File: config.mk
export PLATFORM = sky130hd
export DESIGN_NAME = compn_serial
export DESIGN_NICKNAME = d
export VERILOG_FILES = /design/src/rtl/compn_pkg.sv /design/src/rtl/compn_digit.sv /design/src/rtl/compn_serial.sv
export SDC_FILE = /design/constraint.sdc
export NUM_CORES = 1
export LEC_CHECK = 0
export BUFFER_PORTS_ARGS = -buffer_cell sky130_fd_sc_hd__buf_2
export CORE_MARGIN = 2
export CORE_UTILIZATION = 50
export DETAILED_ROUTE_END_ITERATION = 8
export PLACE_DENSITY = 0.74
export SYNTH_ARGS = -nofsm -noshare
export SYNTH_HDL_FRONTEND = slang
export SYNTH_SLANG_ARGS = --single-unit
File: constraint.sdc
create_clock -name clk -period 4.8 [get_ports clk]
set_input_delay 0.24 -clock clk [delete_from_list [all_inputs] [get_ports clk]]
set_output_delay 0.24 -clock clk [all_outputs]
set_load 0.02 [all_outputs]
File: src/rtl/compn_pkg.sv
// Shared types and constants for the digit-serial comparator.
package compn_pkg;

  typedef enum logic [1:0] {
    IDLE = 2'd0,
    RUN  = 2'd1,
    DONE = 2'd2
  } state_t;

  // Result vectors are ordered {gt, eq, lt}.
  localparam logic [2:0] RES_LT = 3'b001;
  localparam logic [2:0] RES_EQ = 3'b010;
  localparam logic [2:0] RES_GT = 3'b100;

endpackage

File: src/rtl/compn_digit.sv
// Combinational unsigned compare of one DIGIT-wide slice.
module compn_digit #(
  parameter int DIGIT = 2
) (
  input  logic [DIGIT-1:0] a_i,
  input  logic [DIGIT-1:0] b_i,
  output logic             gt_o,
  output logic             lt_o
);

  assign gt_o = (a_i > b_i);
  assign lt_o = (a_i < b_i);

endmodule

File: src/rtl/compn_serial.sv
// MSB-first digit-serial magnitude comparator with early exit and start/done handshake.
// Optional signed mode is enabled by defining COMPN_SIGNED_EN.
module compn_serial #(
  parameter int WIDTH = 8,
  parameter int DIGIT = 2
) (
  input  logic             clk,
  input  logic             rst,
  input  logic             start,
  input  logic [WIDTH-1:0] a_in,
  input  logic [WIDTH-1:0] b_in,
  input  logic             sgn,
  output logic             busy,
  output logic             done,
  output logic             gt,
  output logic             eq,
  output logic             lt
);
  import compn_pkg::*;

  localparam int N  = WIDTH / DIGIT;
  localparam int CW = (N > 1) ? $clog2(N) : 1;
  localparam logic [CW-1:0] LAST = CW'(N - 1);

  state_t           state_q, state_d;
  logic [CW-1:0]    cnt_q, cnt_d;
  logic [WIDTH-1:0] aSh_q, aSh_d;
  logic [WIDTH-1:0] bSh_q, bSh_d;
  logic             sgn_q, sgn_d;
  logic [2:0]       res_q, res_d;
  logic             done_q, done_d;

  logic [DIGIT-1:0] msbMask;
  logic [DIGIT-1:0] digA, digB;
  logic             digGt, digLt;

`ifdef COMPN_SIGNED_EN
  // Flipping the sign bit on the first digit maps two's complement onto offset binary.
  always_comb begin
    msbMask = '0;
    msbMask[DIGIT-1] = sgn_q && (cnt_q == '0);
  end
`else
  logic unusedSgn;
  assign msbMask   = '0;
  assign unusedSgn = sgn_q;
`endif

  assign digA = aSh_q[WIDTH-1 -: DIGIT] ^ msbMask;
  assign digB = bSh_q[WIDTH-1 -: DIGIT] ^ msbMask;

  compn_digit #(.DIGIT(DIGIT)) u_digit (
    .a_i  (digA),
    .b_i  (digB),
    .gt_o (digGt),
    .lt_o (digLt)
  );

  always_ff @(posedge clk or posedge rst) begin
    if (rst) begin
      state_q <= IDLE;
      cnt_q   <= '0;
      aSh_q   <= '0;
      bSh_q   <= '0;
      sgn_q   <= 1'b0;
      res_q   <= '0;
      done_q  <= 1'b0;
    end else begin
      state_q <= state_d;
      cnt_q   <= cnt_d;
      aSh_q   <= aSh_d;
      bSh_q   <= bSh_d;
      sgn_q   <= sgn_d;
      res_q   <= res_d;
      done_q  <= done_d;
    end
  end

  always_comb begin
    state_d = state_q;
    cnt_d   = cnt_q;
    aSh_d   = aSh_q;
    bSh_d   = bSh_q;
    sgn_d   = sgn_q;
    res_d   = res_q;
    done_d  = 1'b0;
    unique case (state_q)
      IDLE: begin
        if (start) begin
          aSh_d   = a_in;
          bSh_d   = b_in;
          sgn_d   = sgn;
          cnt_d   = '0;
          res_d   = '0;
          state_d = RUN;
        end
      end
      RUN: begin
        if (digGt || digLt) begin
          res_d   = digGt ? RES_GT : RES_LT;
          done_d  = 1'b1;
          state_d = DONE;
        end else if (cnt_q == LAST) begin
          res_d   = RES_EQ;
          done_d  = 1'b1;
          state_d = DONE;
        end else begin
          aSh_d = aSh_q << DIGIT;
          bSh_d = bSh_q << DIGIT;
          cnt_d = cnt_q + CW'(1);
        end
      end
      DONE: begin
        state_d = IDLE;
      end
      default: begin
        state_d = IDLE;
      end
    endcase
  end

  assign busy = (state_q != IDLE);
  assign done = done_q;
  assign gt   = res_q[2];
  assign eq   = res_q[1];
  assign lt   = res_q[0];

endmodule
==> results.txt, run 1 <==
Core Area -> 0.00219 sq mm
RSZ-0062 raised after global routing -> false
Final Cycle Share -> 0.448
post_cts resized -> 0
clock-pin slew on the worst setup and hold paths -> 0.13 ns
leakage -> 0.000626 uW
Post-Synth Simple-Gate Area -> 0.183
Cell Int Power -> 569 uW
fill count -> 191
HP Class -> in -> async
Max Cap Violations -> 0
synthesized area -> 0.00115 sq mm
Post-CTS Hold Buffers -> 0
H-tree levels -> 1
final count of pins violating max slew -> 0
gr ovfl total -> 0
CP Max Fanout -> 12
multiplexer area fraction after synthesis -> 0
Antenna diodes -> 0
DR vias -> 836
CTS tree -> built
Die Y -> 52.0 um
Final Util -> 0.603
VDD IR-drop max -> 335 uV
final wirelength -> 2200 um
f_max -> 465 MHz
Rows -> 17
die width -> 52.0 um
Detailed Place HPWL -> 1580 um
routed length per instance -> 14.9 um
largest family of logic cells by synthesized area -> compound AO/OA/AOI/OAI gates
Sw Ratio -> 0.370
Gate Count Post-Synth -> 98
Root Driver -> clkbuf_4
Worst-Skew Late Latency -> 0.32 ns
Post-CTS Setup Inserts -> 0
initial antenna violation count -> 0
critical path capture point type -> register
Synth Area in Compound Gates -> 0.208
die area -> 0.00271 sq mm
Power Dens Cells -> 685 mW/mm^2
DRT antenna net count -> 0
GPL Wtd Cong -> 0.748
Syn Nets -> 121
Arr. time, crit path -> 2.37 ns
synth unique cells -> 29
register share of total power -> 0.409
Slew HR -> 0.407
sequential area share after synthesis -> 0.521
I/O pins -> 25
status -> complete, no violations
post-synthesis average cell area -> 11.8 sq um
final hold violation count -> 0
Yosys reg bits -> 24
clock buffer depth -> 2
XOR/XNOR Fraction of Synth Area -> 0
Crit Path Category -> reg -> reg
detailed-route DRC error count -> 0
worst path required time -> 5.02 ns
Yosys Warn Count -> 0
vias per std cell -> 5.65
layout cell share with drive strength beyond 1 -> 0.392
cts bufs inserted -> 3
global-route wire length before repair -> 3820 um
Setup TNS Final -> 0 ns
DR iter-0 viols -> 12
Worst-Margin Slew -> 0.888 ns
Pre-antenna DRT Iters -> 4
Area Overhead vs Synth -> 14.4%
P_sw -> 335 uW
Worst setup SP type -> register
initial core utilization -> 0.527
Tot GR Track Use -> 0.197
largest net degree at the start of global routing -> 25
Period minus WS final -> 2.15 ns
vias in the first global route -> 809
port bufs -> 23
Clock Skews -> 0.00216 ns
Clk network pwr share -> 0.162
share of total power in combinational logic -> 0.429
Synth Area in Adders -> 0.0325
Final nets -> 144
Setup violations, final -> 0
clk sinks -> 24
==> Yosys cell counts, drive strengths merged <==
cell type   n  area (sq um)
a21o        2          22.5
a21oi       1          5.00
a22o        5          47.6
a22oi       1          7.51
buf         2          25.0
clkbuf      3          11.3
clkinv      1          8.76
dfrtp      24           601
ha          3          37.5
inv         5          18.8
nand2       7          26.3
nand2b      2          12.5
nand3       3          15.0
nor2        5          18.8
nor2b       2          20.0
nor3        1          10.0
nor4        1          6.26
o211ai      2          15.0
o21bai      1          7.51
o221a      12           135
or2         1          6.26
or2b        1          7.51
or3        12          75.1
or4b        1          13.8
==> layout by cell type, fill, tap and decap left out, types with 3 or more instances in the layout <==
cell,instances
nand3_1,3
nand2_1,7
nor2_1,5
clkbuf_4,3
ha_1,3
buf_2,23
or3_1,12
dfrtp_1,24
a22o_2,3
o221a_2,11
inv_1,5
==> layout make-up <==
class	instances	area, sq um	area share
clock buffer	3	22.5	0.0171
clock inverter	1	30.0	0.0227
inverter	6	27.5	0.0209
multi-input combinational	63	489	0.371
sequential	24	601	0.455
tap	28	35.0	0.0265
timing repair buffer	23	115	0.0872
==> worst paths after layout <==
| check | from | endpoint | slack, ns | depth (start not counted) |
|---|---|---|---|---|
| setup reg to reg | aSh_q[7]$_DFFE_PP0P_ | bSh_q[2]$_DFFE_PP0P_ | 2.65 | 5 |
| hold / removal | rst | cnt_q[1]$_DFFE_PP0P_ | 0.08 | 2 |
| max in group asynchronous | rst | done$_DFF_PP0_ | 4.18 | 2 |
| min in group clk | b_in[1] | bSh_q[1]$_DFFE_PP0P_ | 0.14 | 2 |
| hold reg to reg | res_q[1]$_DFFE_PP0P_ | res_q[1]$_DFFE_PP0P_ | 0.50 | 1 |
| setup / recovery | aSh_q[7]$_DFFE_PP0P_ | bSh_q[2]$_DFFE_PP0P_ | 2.65 | 5 |
==> metrics by stage <==
stage	total power [uW]	hold slack, ns	setup WS, ns	area, sq um	std cells
2_1_floorplan	690	0.255	2.94	1150	98
5_1_grt	973	0.119	2.47	1320	148
4_1_cts	910	0.107	2.64	1320	148
3_3_place_gp	746	0.458	2.74	1270	144
3_5_place_dp	764	0.473	2.71	1270	144
6_report	904	0.0829	2.65	1320	148
==> flip-flops by register name, summed over array words and instances, names as in the netlist <==
name / count
aSh_q: 8
bSh_q: 8
cnt_q: 2
done: 1
res_q: 3
state_q: 2
==> cells by family (layout without fill, tap and decap cells) <==
family / Yosys count / in the layout
flip-flops: 24 / 24
buffers and inverters: 11 / 33
adder cells (fa/ha/maj): 3 / 3
AO/OA/AOI/OAI: 24 / 24
AND/OR/NAND/NOR: 36 / 36
==> power by group through the flow <==
| stage | registers, uW | clock network [uW] | logic [uW] |
|---|---|---|---|
| 5_1_grt | 383 | 158 | 432 |
| 3_5_place_dp | 373 | 0 | 391 |
| 4_1_cts | 368 | 150 | 392 |
| 2_1_floorplan | 356 | 0 | 334 |
| 3_3_place_gp | 368 | 0 | 378 |
| 6_report | 370 | 147 | 388 |
==> routing by layer <==
| metal | global-route usage | up-vias | routed length (um) |
|---|---|---|---|
| met5 | 0 | - | 0 |
| met4 | 0.105 | 0 | 47 |
| met3 | 0.0259 | 5 | 78 |
| met2 | 0.295 | 19 | 1010 |
| met1 | 0.277 | 400 | 1070 |
| li1 | - | 412 | - |
==> critical path: stages, from the launching register on <==
cell,delay [ns]
dfrtp_1,0.41
ha_1,0.30
nand2_1,0.11
nor3_2,0.45
nand2_1,0.42
o221a_2,0.36
(Power assumes the default switching activity.)
==> run 2: changes to the inputs <==
--- a/config.mk
+++ b/config.mk
@@ -5,6 +5,7 @@
 export SDC_FILE = /design/constraint.sdc
 export NUM_CORES = 1
 export LEC_CHECK = 0
+export ABC_AREA = 1
 export BUFFER_PORTS_ARGS = -buffer_cell sky130_fd_sc_hd__buf_2
 export CORE_MARGIN = 2
 export CORE_UTILIZATION = 50
==> constraint.sdc (replaced) <==
create_clock -name clk -period 2.2 [get_ports clk]
set_input_delay 0.11 -clock clk [delete_from_list [all_inputs] [get_ports clk]]
set_output_delay 0.11 -clock clk [all_outputs]
set_load 0.02 [all_outputs]
==> run 2 against run 1 <==
  * Critical path depth increased by 2
  * Register-to-register slack got worse by 2.2 ns
  * Routed wire length increased by 4.5%
  * Cell count increased by 45%
  * Design area increased by 6.0%
  * Hold slack got worse by 0.11 ns
  * Count of clock-buffer cells in the layout unchanged
  * Clock power increased by 33%
  * Flip-flop and latch count unchanged
  * Non-clock buffer count increased by 5
  * Via count increased by 27%
  * The flow now finishes with violations (negative hold slack)
==> results.txt, run 2 <==
status -> finished with violations
failing checks -> negative hold slack
f_max -> 586 MHz (+26%)
Slew HR -> 0.391 (-0.0156)
clock buffer depth -> 2 (unchanged)
Tot GR Track Use -> 0.210 (+0.0129)
Worst-Margin Slew -> 0.912 ns (+0.0234 ns)
Power Dens Cells -> 1290 mW/mm^2 (+89%)
DR iter-0 viols -> 24 (+12)
Root Driver -> clkbuf_4
Period minus WS final -> 1.71 ns (-0.445 ns)
top flop regs -> aSh_q: 8 flops, bSh_q: 8 flops, res_q: 3 flops
DP Cell Count -> 208 (+44%)
post_cts resized -> 0 (unchanged)
count leader, synth -> nand2_1
VDD IR-drop max -> 831 uV (+150%)
cell taking the most area after synthesis -> dfrtp_1
Syn Nets -> 184 (+52%)
Max Cap Violations -> 0 (unchanged)
routed length per instance -> 10.8 um (-28%)
synth top area cells -> dfrtp_1 49%, nand2_1 25%, nand3_1 9.9%
commonest non-fill, non-tap cells in the layout -> 82 x nand2_1, 24 x nand3_1, 24 x dfrtp_1, 23 x buf_2, 14 x inv_1
Setup TNS Final -> 0 ns (unchanged)
Worst-Skew Late Latency -> 0.31 ns (about the same)
cts bufs inserted -> 3 (unchanged)
commonest non-fill, non-tap cell in the layout -> nand2_1
sequential area share after synthesis -> 0.493 (-0.0273)
Die Y -> 53.3 um (+2.5%)
CTS tree -> built
Setup violations, final -> 0 (unchanged)
post-synthesis average cell area -> 7.56 sq um (-36%)
Final Cycle Share -> 0.775 (+0.327)
Yosys Warn Count -> 0 (unchanged)
Worst setup SP type -> register
Rows -> 17 (unchanged)
critical path capture point type -> register
GPL Wtd Cong -> 0.746 (-0.25%)
Yosys reg bits -> 24 (unchanged)
vias in the first global route -> 1077 (+33%)
synth unique cells -> 11 (-62%)
final count of pins violating max slew -> 0 (unchanged)
die width -> 53.3 um (+2.5%)
fin cells -> 214 (+45%)
DRT antenna net count -> 0 (unchanged)
Post-synth top cells -> 82 x nand2_1, 24 x dfrtp_1, 24 x nand3_1
global-route wire length before repair -> 4350 um (+14%)
Clock Skews -> 0.00219 ns (+0.0000305 ns)
RSZ-0062 raised after global routing -> false
post-route design area -> 0.00140 sq mm (+6.0%)
final hold violation count -> 25 (+25)
Post-CTS Hold Buffers -> 3 (+3)
vias per std cell -> 4.96 (-12%)
predominant post-synthesis flop cell -> dfrtp_1
Area Overhead vs Synth -> 14.9%
gr ovfl total -> 0 (unchanged)
final worst setup slack -> 0.494 ns (-2.16 ns)
synthesized area -> 0.00122 sq mm (+5.5%)
Placement Cell Area -> 0.00135 sq mm (+6.2%)
clk sinks -> 24 (unchanged)
H-tree levels -> 1 (unchanged)
Detailed Place HPWL -> 1580 um (about the same)
leakage -> 0.000843 uW (+35%)
Crit Path Category -> reg -> reg
initial core utilization -> 0.540 (+0.0134)
detailed-route DRC error count -> 0 (unchanged)
Post-synth EDFFs -> 0 (unchanged)
Gate Count Post-Synth -> 161 (+64%)
Antenna diodes -> 0 (unchanged)
Core Area -> 0.00225 sq mm (+2.9%)
post-synth top area share -> 0.493 (-0.0273)
Min Hold Slack -> -0.0296 ns (-0.113 ns)
CP Max Fanout -> 19 (+7)
Post-CTS Setup Inserts -> 0 (unchanged)
Async S/R FF share, synth -> 1.00 (unchanged)
worst slack at placement -> 0.513 ns (-2.19 ns)
initial antenna violation count -> 0 (unchanged)
DR vias -> 1061 (+27%)
worst path required time -> 2.46 ns (-2.56 ns)
I/O pins -> 25 (unchanged)
HP Class -> in -> async
Final nets -> 211 (+47%)
layout cell share with drive strength beyond 1 -> 0.167 (-0.225)
clock-pin slew on the worst setup and hold paths -> 0.13 ns (about the same)
Pre-antenna DRT Iters -> 4 (unchanged)
die area -> 0.00285 sq mm (+5.1%)
final wirelength -> 2300 um (+4.5%)
largest net degree at the start of global routing -> 25 (unchanged)
Arr. time, crit path -> 1.97 ns (-0.40 ns)
port bufs -> 23 (unchanged)
## run 2: worst max-delay path, stage by stage (launching register included)
cell and delay, ns:
dfrtp_1 0.41, ha_1 0.31, nand2_1 0.07, nand2_1 0.15
nand4_4 0.29, nand2_4 0.27, nand2_1 0.09, nand2_1 0.06
## run 2: final timing paths
| kind | depth (start not counted) | startpoint | endpoint | slack, ns |
|---|---|---|---|---|
| worst max-delay path | 7 | aSh_q[7]$_DFFE_PP0P_ | aSh_q[6]$_DFFE_PP0P_ | 0.49 |
| worst min-delay path | 2 | rst | aSh_q[0]$_DFFE_PP0P_ | -0.03 |
| worst max register to register | 7 | aSh_q[7]$_DFFE_PP0P_ | aSh_q[6]$_DFFE_PP0P_ | 0.49 |
| worst min register to register | 2 | res_q[1]$_DFFE_PP0P_ | res_q[1]$_DFFE_PP0P_ | 0.51 |
| max in group asynchronous | 2 | rst | state_q[0]$_DFFE_PP0P_ | 1.68 |
| min in group clk | 3 | a_in[0] | aSh_q[0]$_DFFE_PP0P_ | 0 |
## run 2: routing by layer
layer | up-vias | wire length, um | share of wire | GRT usage
li1 | 544 | - | - | -
met1 | 491 | 1060 | 0.46 | 0.249
met2 | 22 | 1130 | 0.49 | 0.377
met3 | 4 | 81 | 0.035 | 0.0339
met4 | 0 | 31 | 0.013 | 0.0769
met5 | - | 0 | 0 | 0
## run 2: area by class of cell
type	instances	area [sq um]
flip-flops and latches	24	601
well taps	28	35.0
repair buffers	28	160
inverters	14	52.6
fillers	224	856
multi-input cells	117	528
clock buffers	3	22.5
## run 2: where the power goes
group          leakage (uW)  internal [uW]  total (uW)  switching [uW]
logic              0.000524            303         890             587
registers          0.000306            631         725            94.8
clock network     0.0000138           64.1         195             131
## run 2: cell families after synthesis
group         count (synthesis)  share of synthesized area
simple gates                114                      0.403
buf+inv                      20                     0.0730
flops                        24                      0.493
fa+ha+maj                     3                     0.0308
## run 2: through the flow
step                      utilization  power, uW
after floorplan                     -       1450
after global placement          0.597       1600
after detailed placement        0.597       1630
after CTS                       0.620       1830
after global routing            0.620       2030
final                           0.620       1810
==> run 3: changes to the inputs <==
==> constraint.sdc (replaced) <==
create_clock -name clk -period 1.75 [get_ports clk]
set_input_delay 0.0875 -clock clk [delete_from_list [all_inputs] [get_ports clk]]
set_output_delay 0.0875 -clock clk [all_outputs]
set_load 0.02 [all_outputs]
==> run 3 against run 2 <==
  * The flow now finishes without violations
  * Die area stayed put
  * First-iteration DRC count is 25% lower
  * Power is 38% higher
  * Combinational power is 31% higher
  * Largest power group unchanged
==> results.txt, run 3 (same netlist as run 2, synthesis figures left out) <==
Antenna diodes -> 0 (unchanged)
Worst setup SP type -> register
HP Class -> in -> reg
final hold violation count -> 0 (-100%)
Max Cap Violations -> 0 (unchanged)
detailed-route DRC error count -> 0 (unchanged)
GRT busiest layer -> met2
GR Layer Usage met1 -> 0.269 (+0.0205)
worst-path cell chain -> inv_1 > ha_1 > nand2_1 > nand2_1 > nand4_4 > buf_4 > nand3_1 > nand2_1
critical path capture point type -> register
Worst path slowest cell -> dfrtp_1
routing usage on met2 -> 0.366 (-0.0103)
initial core utilization -> 0.540 (unchanged)
commonest non-fill, non-tap cells in the layout -> 82 x nand2_1, 24 x nand3_1, 24 x dfrtp_1, 23 x buf_2, 14 x inv_1
Crit Path Category -> reg -> reg
worst path bufs/invs -> 2 (+2)
most frequent CP cell -> nand2_1
setup slack, reg-to-reg -> 0.20 ns (-0.30 ns)
Worst-Skew Late Latency -> 0.33 ns (+0.02 ns)
Final Cycle Share -> 0.887 (+0.112)
post_cts resized -> 0 (unchanged)
CTS tree -> built
clk sinks -> 24 (unchanged)
DR iter-0 viols -> 18 (-25%)
Die Y -> 53.3 um (unchanged)
RSZ-0062 raised after global routing -> false
Worst-Margin Slew -> 0.445 ns (-0.467 ns)
Sw Ratio -> 0.423 (-0.0265)
initial antenna violation count -> 0 (unchanged)
worst path required time -> 1.99 ns (-0.47 ns)
Post-CTS Setup Inserts -> 0 (unchanged)
layout cell share with drive strength beyond 1 -> 0.191 (+0.0241)
top flop regs -> aSh_q: 8 flops, bSh_q: 8 flops, res_q: 3 flops
register share of total power -> 0.368 (-0.033)
largest net degree at the start of global routing -> 25 (unchanged)
Final Util -> 0.659 (+0.0388)
Post-CTS Hold Buffers -> 5 (+2)
status -> complete, no violations
share of total power in combinational logic -> 0.469 (-0.023)
fill count -> 205 (-8.5%)
final wirelength -> 2420 um (+5.1%)
Clk network pwr share -> 0.163 (+0.055)
gr ovfl total -> 0 (unchanged)
Rows -> 17 (unchanged)
VDD IR-drop max -> 1000 uV (+20%)
Power Dens Cells -> 1690 mW/mm^2 (+30%)
Setup violations, final -> 0 (unchanged)
DR vias -> 1070 (+0.85%)
family with the most delay on the worst path -> simple AND/OR/NAND/NOR gates
Tot GR Track Use -> 0.215 (+0.00452)
leakage -> 0.000889 uW (+5.4%)
H-tree levels -> 1 (unchanged)
post-route design area -> 0.00149 sq mm (+6.3%)
Period minus WS final -> 1.55 ns (-0.153 ns)
DRT antenna net count -> 0 (unchanged)
final count of pins violating max slew -> 0 (unchanged)
vias per std cell -> 4.82 (-2.8%)
die width -> 53.3 um (unchanged)
Slew HR -> 0.703 (+0.312)
Pre-antenna DRT Iters -> 4 (unchanged)
vias in the first global route -> 1040 (-3.4%)
I/O pins -> 25 (unchanged)
cts bufs inserted -> 3 (unchanged)
grt met3 use -> 0.0282 (-0.00565)
clock buffer depth -> 2 (unchanged)
Setup TNS Final -> 0 ns (unchanged)
global-route wire length before repair -> 4420 um (+1.4%)
f_max -> 644 MHz (+9.8%)
routed length per instance -> 10.9 um (+1.3%)
Core Area -> 0.00225 sq mm (unchanged)
Cell Int Power -> 1450 uW (+45%)
Worst path max stage delay -> 0.38 ns (-0.03 ns)
commonest non-fill, non-tap cell in the layout -> nand2_1
clock-pin slew on the worst setup and hold paths -> 0.14 ns (about the same)
P_sw -> 1060 uW (+30%)
Area Overhead vs Synth -> 22.1%
die area -> 0.00285 sq mm (unchanged)
Clock Skews -> 0.00711 ns (+0.00492 ns)
Arr. time, crit path -> 1.79 ns (-0.18 ns)
Root Driver -> clkbuf_4
GPL Wtd Cong -> 0.741 (-0.78%)
Detailed Place HPWL -> 1740 um (+9.9%)
CP Max Fanout -> 8 (-11)
Placement Cell Area -> 0.00138 sq mm (+2.8%)
port bufs -> 23 (unchanged)
Final nets -> 218 (+3.3%)
[run 3: cell count changes in the layout (fill, tap and decap cells not counted)]
cell           before  now
bufinv_16           0    1
buf_4               2    7
dlygate4sd3_1       3    5
[run 3: metrics by stage]
stage,instances,hold WS (ns),total power [uW],worst slack (ns)
6_report,222,0.0311,2510,0.197
5_1_grt,222,0.0496,2770,0.0619
4_1_cts,222,0.0254,2530,0.189
3_5_place_dp,213,0.154,2120,0.208
3_3_place_gp,213,0.140,2060,0.240
2_1_floorplan,161,0.102,1820,0.317
[run 3: final cells by class]
class	count	area, sq um	area share
Inverter	14	52.6	0.0354
Clock inverter	1	30.0	0.0202
Sequential cell	24	601	0.404
Tap cell	28	35.0	0.0236
Multi-Input combinational cell	117	528	0.355
Timing Repair Buffer	35	218	0.146
Clock buffer	3	22.5	0.0152
[run 3: worst paths after layout]
check                           depth (start not counted)            startpoint                   end
min in group asynchronous                               4                   rst  res_q[2]$_DFFE_PP0P_
worst min-delay path                                    5               b_in[3]  bSh_q[3]$_DFFE_PP0P_
max in group asynchronous                               4                   rst  res_q[0]$_DFFE_PP0P_
worst min register to register                          2  res_q[0]$_DFFE_PP0P_  res_q[0]$_DFFE_PP0P_
worst max register to register                          8  bSh_q[7]$_DFFE_PP0P_  bSh_q[6]$_DFFE_PP0P_
worst max-delay path                                    8  bSh_q[7]$_DFFE_PP0P_  bSh_q[6]$_DFFE_PP0P_
[run 3: layer usage]
layer / up-vias / part of all wire
met1: 481 / 0.45
met3: 5 / 0.033
met4: 0 / 0.019
met2: 23 / 0.50
li1: 561 / -
met5: - / 0
[run 3: power groups by stage]
stage	Combinational (uW)	Sequential [uW]	Clock (uW)
3_5_place_dp	1180	937	0
6_report	1170	923	409
3_3_place_gp	1140	918	0
5_1_grt	1380	951	441
2_1_floorplan	886	936	0
4_1_cts	1190	923	414
[run 3: tightest hold or removal path: cells and delay by family]
| family | cells | cell delay [ns] |
|---|---|---|
| AND/OR/NAND/NOR | 4 | 0.17 |
| buffers and inverters | 1 | 0.07 |
